[src/rtl/psdu_extractor.sv]
// PSDU extractor: strips the SERVICE field from a descrambled bit stream,
// assembles LSB-first PSDU bytes and flags frame completion.
module psdu_extractor #(
    parameter int LEN_WIDTH    = 12,
    parameter int SERVICE_BITS = 16
) (
    input  logic                 Clock,
    input  logic                 Reset,
    input  logic                 Start,
    input  logic [LEN_WIDTH-1:0] Length,
    input  logic                 Input,
    input  logic                 InputValid,
    output logic [7:0]           Output,
    output logic                 OutputValid,
    output logic                 Done,
    output logic                 Busy,
    output logic                 ServiceError
);

    localparam int CW = (SERVICE_BITS > 8) ? $clog2(SERVICE_BITS) : 3;
    localparam logic [CW-1:0] SVC_LAST  = CW'(SERVICE_BITS - 1);
    localparam logic [CW-1:0] BYTE_LAST = CW'(7);

    typedef enum logic [1:0] {
        IDLE,
        SERVICE,
        PSDU,
        DRAIN
    } state_t;

    state_t               r_state;
    state_t               w_state_next;
    logic [LEN_WIDTH-1:0] r_len;
    logic [LEN_WIDTH-1:0] r_byte_cnt;
    logic [CW-1:0]        r_bit_cnt;
    logic [7:0]           r_shift;
    logic [7:0]           r_out;
    logic                 r_ov;
    logic                 r_done;
    logic                 r_busy;
    logic                 r_serr;
    logic                 w_svc_last;
    logic                 w_byte_full;
    logic                 w_last_byte;

    always_ff @(posedge Clock or posedge Reset) begin
        if (Reset) begin
            r_state <= IDLE;
        end else begin
            r_state <= w_state_next;
        end
    end

    // Start has priority everywhere so it can abort a frame in flight.
    always_comb begin
        w_state_next = r_state;
        w_svc_last   = 1'b0;
        w_byte_full  = 1'b0;
        w_last_byte  = 1'b0;
        if (Start) begin
            w_state_next = SERVICE;
        end else begin
            case (r_state)
                SERVICE: begin
                    if (InputValid && r_bit_cnt == SVC_LAST) begin
                        w_svc_last   = 1'b1;
                        w_state_next = (r_len == '0) ? DRAIN : PSDU;
                    end
                end
                PSDU: begin
                    if (InputValid && r_bit_cnt == BYTE_LAST) begin
                        w_byte_full = 1'b1;
                        // Compare against Length-1 so a full-scale Length never overflows.
                        if (r_byte_cnt == r_len - LEN_WIDTH'(1)) begin
                            w_last_byte  = 1'b1;
                            w_state_next = DRAIN;
                        end
                    end
                end
                default: w_state_next = r_state;
            endcase
        end
    end

    always_ff @(posedge Clock or posedge Reset) begin
        if (Reset) begin
            r_len      <= '0;
            r_byte_cnt <= '0;
            r_bit_cnt  <= '0;
            r_shift    <= '0;
            r_out      <= '0;
            r_ov       <= 1'b0;
            r_done     <= 1'b0;
            r_busy     <= 1'b0;
            r_serr     <= 1'b0;
        end else begin
            r_ov   <= 1'b0;
            r_done <= 1'b0;
            if (Start) begin
                r_len      <= Length;
                r_byte_cnt <= '0;
                r_bit_cnt  <= '0;
                r_shift    <= '0;
                r_serr     <= 1'b0;
                r_busy     <= 1'b1;
            end else if (InputValid) begin
                case (r_state)
                    SERVICE: begin
                        r_serr <= r_serr | Input;
                        if (w_svc_last) begin
                            r_bit_cnt <= '0;
                            if (r_len == '0) begin
                                r_done <= 1'b1;
                                r_busy <= 1'b0;
                            end
                        end else begin
                            r_bit_cnt <= r_bit_cnt + CW'(1);
                        end
                    end
                    PSDU: begin
                        r_shift <= {Input, r_shift[7:1]};
                        if (w_byte_full) begin
                            r_out      <= {Input, r_shift[7:1]};
                            r_ov       <= 1'b1;
                            r_byte_cnt <= r_byte_cnt + LEN_WIDTH'(1);
                            r_bit_cnt  <= '0;
                            if (w_last_byte) begin
                                r_done <= 1'b1;
                                r_busy <= 1'b0;
                            end
                        end else begin
                            r_bit_cnt <= r_bit_cnt + CW'(1);
                        end
                    end
                    default: ;
                endcase
            end
        end
    end

    assign Output       = r_out;
    assign OutputValid  = r_ov;
    assign Done         = r_done;
    assign Busy         = r_busy;
    assign ServiceError = r_serr;

endmodule

[config.mk]
export PLATFORM = sky130hd
export DESIGN_NAME = psdu_extractor
export DESIGN_NICKNAME = d
export VERILOG_FILES = /design/src/rtl/psdu_extractor.sv
export SDC_FILE = /design/constraint.sdc
export NUM_CORES = 1
export LEC_CHECK = 0
export ABC_AREA = 1
export CAP_MARGIN = 20
export CORE_ASPECT_RATIO = 2
export CORE_MARGIN = 2
export CORE_UTILIZATION = 55
export CTS_BUF_LIST = sky130_fd_sc_hd__clkbuf_2
export CTS_CLUSTER_DIAMETER = 80
export CTS_CLUSTER_SIZE = 8
export DETAILED_ROUTE_END_ITERATION = 6
export GPL_TIMING_DRIVEN = 0
export PLACE_DENSITY = 0.76
export SLEW_MARGIN = 10
export SYNTH_ARGS = -nofsm -noshare
export SYNTH_HDL_FRONTEND = slang
export SYNTH_SLANG_ARGS = --single-unit
[constraint.sdc]
create_clock -name Clock -period 1.9 [get_ports Clock]
set_clock_uncertainty 0.1 [all_clocks]
set_input_delay 0.285 -clock Clock [delete_from_list [all_inputs] [get_ports Clock]]
set_output_delay 0.285 -clock Clock [all_outputs]
set_load 0.01 [all_outputs]
==> results.toml, run 1 <==
[run_status]
status = "complete, no violations"

[die]
dieArea_sq_um = 5480
core_area_sq_um = 4770
initial_core_util_pct = 56.1
io_pins = 29
rows = 36
die_h_um = 103
die_w_um = 53.4

[placement]
port_buffers = 28
gp_congestion = 0.861
preCtsSetupSlack_ns = -0.253
hpwl_mm = 4.19

[hold_path]
hp-class = "in2async"

[cells_and_area]
drive_above_1_share_pct = 15.1
nNetsFinal = 415
fillers = 416
diodes = 0
multiInputGateArea_sq_um = 1260
final_core_util_pct = 67.5
register_area_sq_um = 1230
area_growth_pct = 20.3

[routing]
routed_via_density = 5.09
ant_nets = 0
drt_iter0_drc = 46
drc_errors = 0
firstDrtPassIters = 5
routed_wl_mm = 5.54
routed-via-count = 2284
wire_per_inst_um = 12.3

[grt]
grt_max_degree = 29
grt_pass1_vias = 2193
overflow = 0
use_met2_pct = 39.2
grt_use_total_pct = 23.2
grt_antenna_before_repair = 0
grt_pass1_wl_mm = 9.58
grt_use_met1_pct = 29.2
use_met3_pct = 3.33
grt_busiest_layer = "met2"

[synthesis]
syn_nets = 370
syn_area_sq_um = 2680
yosysWarnings = 0
yosys-top-cells-count = "nand2_1 (102), inv_1 (51), dfrtp_1 (49)"
syn_inst = 347
synth_fa_ha_area_share_pct = 2.80
synth_area_leaders = "dfrtp_1 (46%), nand2_1 (14%), inv_1 (7.1%), o21ai_0 (5.4%), nor2_1 (3.6%)"
synth_mux_area_share_pct = 0
synth-compound-area-share_pct = 10.3
avgSynthCellArea_sq_um = 7.72
synth_top_family_by_area = "simple AND/OR/NAND/NOR gates"
synth_edf_count = 0
yosysUniqueCellTypes = 33
synth_seq_cells = 49
ys.flop_type = "dfrtp_1"
yosys.area_share.simple_pct = 29.8
synth_xor_area_share_pct = 2.61
synth.top_cell.area_share_pct = 45.8
yosys.cell_count.top_type = "nand2_1"
ys_seq_area_share_pct = 45.8
yosysTopAreaCell = "dfrtp_1"
synthArstFlopShare_pct = 100

[sta]
hold_violations = 0
drv_slew = 0
setup_violations = 0
fin_crit_sh_pct = 98.8
fin_ws_ns = 0.0226
period_needed_ns = 1.88
fmax_mhz = 533
rsz0062_at_grt = "yes"
max_slew_margin_pct = 63.2
worstMarginPinSlew_ns = 0.547

[critical_path]
cp_max_fo = 5
endpoint_kind = "register"
cp_common_cell = "nand2_1"
crit_path_start_kind = "register"
crit_path_cell_trace = "inv_1, ha_2, inv_1, nand3_2, inv_2, a21oi_2, inv_2, or2_1, nor2_1, nand2_1, nand2_1, nand2_1"
path_class = "reg2reg"
required_ns = 2.15
crit_arrival_ns = 2.13
slowest_stage = "dfrtp_1"
cpPeakStageDelay_ns = 0.45

[pwr]
p_leak_uw = 0.00151
peakVddDrop_mv = 0.725
power_density_nw_per_um2 = 724

[clock_tree]
numCtsBuffers = 5
cts_max_level = 2
clk_latency_ns = 0.43
cts.sinks = 49
clk_path_buf_depth = 2
ctsHoldBuffers = 0
clk_pin_slew_ns = 0.25
cts_tree = "yes"
ctsRootBufferMaster = "clkbuf_2"

[run]
maxCapViolCount = 0
[registers in the layout, indices dropped and copies added (netlist names)]
register      flops
r_bit_cnt         4
Done              1
Busy              1
r_len            12
r_byte_cnt       12
r_shift           7
ServiceError      1
Output            8
r_state           2
OutputValid       1
[cell usage in the layout, fill, tap and decap left out, types with 2 or more instances in the layout]
cell type,Yosys,final
nand4_1,5,5
or2_2,2,2
nor2_4,5,6
nand2_1,102,99
ha_1,6,3
ha_2,0,2
buf_4,0,9
nand3_1,15,15
nor2_1,26,24
a32o_1,2,2
nor3_2,1,2
a21oi_2,1,2
o21ai_0,29,29
clkdlybuf4s50_1,0,28
clkbuf_2,0,5
inv_1,51,46
nor2_2,3,4
clkbuf_1,4,4
nor3_1,4,3
inv_2,6,11
a21oi_1,5,4
o22ai_1,7,7
o21ai_1,2,2
nand2_2,4,7
xnor2_1,7,7
dfrtp_1,49,49
[critical path: cells and delay by family, from the launching register on]
kind                       cells  cell delay, ns
and+or+nand+nor                6            0.62
DFF                            1            0.45
AOI/OAI and AO/OA              1            0.13
buffers and inverters          4            0.28
adders and majority gates      1            0.22
[where the power goes]
part           internal [uW]  switching, uW
registers               1120           58.8
logic                    267            352
clock network            214            323
[cell type report]
| class | instances | area share, % |
|---|---|---|
| plain buffers | 5 | 0.621 |
| clock buffers | 5 | 0.776 |
| clock inverters | 2 | 1.09 |
| inverters | 57 | 6.64 |
| multi-input cells | 236 | 39.2 |
| flip-flops and latches | 49 | 38.0 |
| well taps | 57 | 2.21 |
| repair buffers | 38 | 11.4 |
[logic make-up after synthesis]
kind of cell | Yosys count
AOI/OAI and AO/OA | 49
xor gates and xnor gates | 8
adders and majority gates | 6
buffers and inverters | 62
DFF | 49
and+or+nand+nor | 173
[stage by stage]
stage / area [sq um] / hold WS, ns / TNS [ns] / power, uW / cells
6_report: 3220 / 0.0380 / 0 / 2330 / 449
5_1_grt: 3220 / 0.0651 / -0.654 / 2500 / 449
4_1_cts: 3170 / 0.0486 / 0 / 2330 / 445
3_5_place_dp: 3050 / 0.362 / -4.92 / 1750 / 433
3_3_place_gp: 3030 / 0.355 / -30.56 / 1720 / 432
2_1_floorplan: 2680 / 0.257 / 0 / 1580 / 347
[path summary, 6_finish.rpt]
kind | from | endpoint | slack, ns | cells after the start
worst max-delay path | r_state[0] | Busy | 0.02 | 12
worst min-delay path | Reset | r_shift[6] | 0.04 | 2
worst max register to register | r_state[0] | Busy | 0.02 | 12
worst min register to register | Busy | Busy | 0.42 | 2
max in group asynchronous | Reset | r_len[11] | 1.11 | 3
min in group Clock | Length[5] | r_len[5] | 0.29 | 3
[routing by layer]
metal | wire length, um | vias to the layer above
met5 | 0 | -
met4 | 128 | 0
met3 | 124 | 12
met2 | 2870 | 34
met1 | 2420 | 1058
li1 | - | 1180
[what timing repair did]
item / in CTS / in global routing
gates cloned: 0 / 0
setup buffers: 5 / 4
pin swaps: 2 / 3
setup endpoints to repair: 6 / 16
resized for setup: 8 / 8
Power figures use the tool's default switching activity.
==> run 2, diff against run 1 <==
Settings changed: CTS_CLUSTER_DIAMETER 80 to 200.
==> results of run 2 <==
The final DEF is identical to that of run 1; final timing and power are the same.
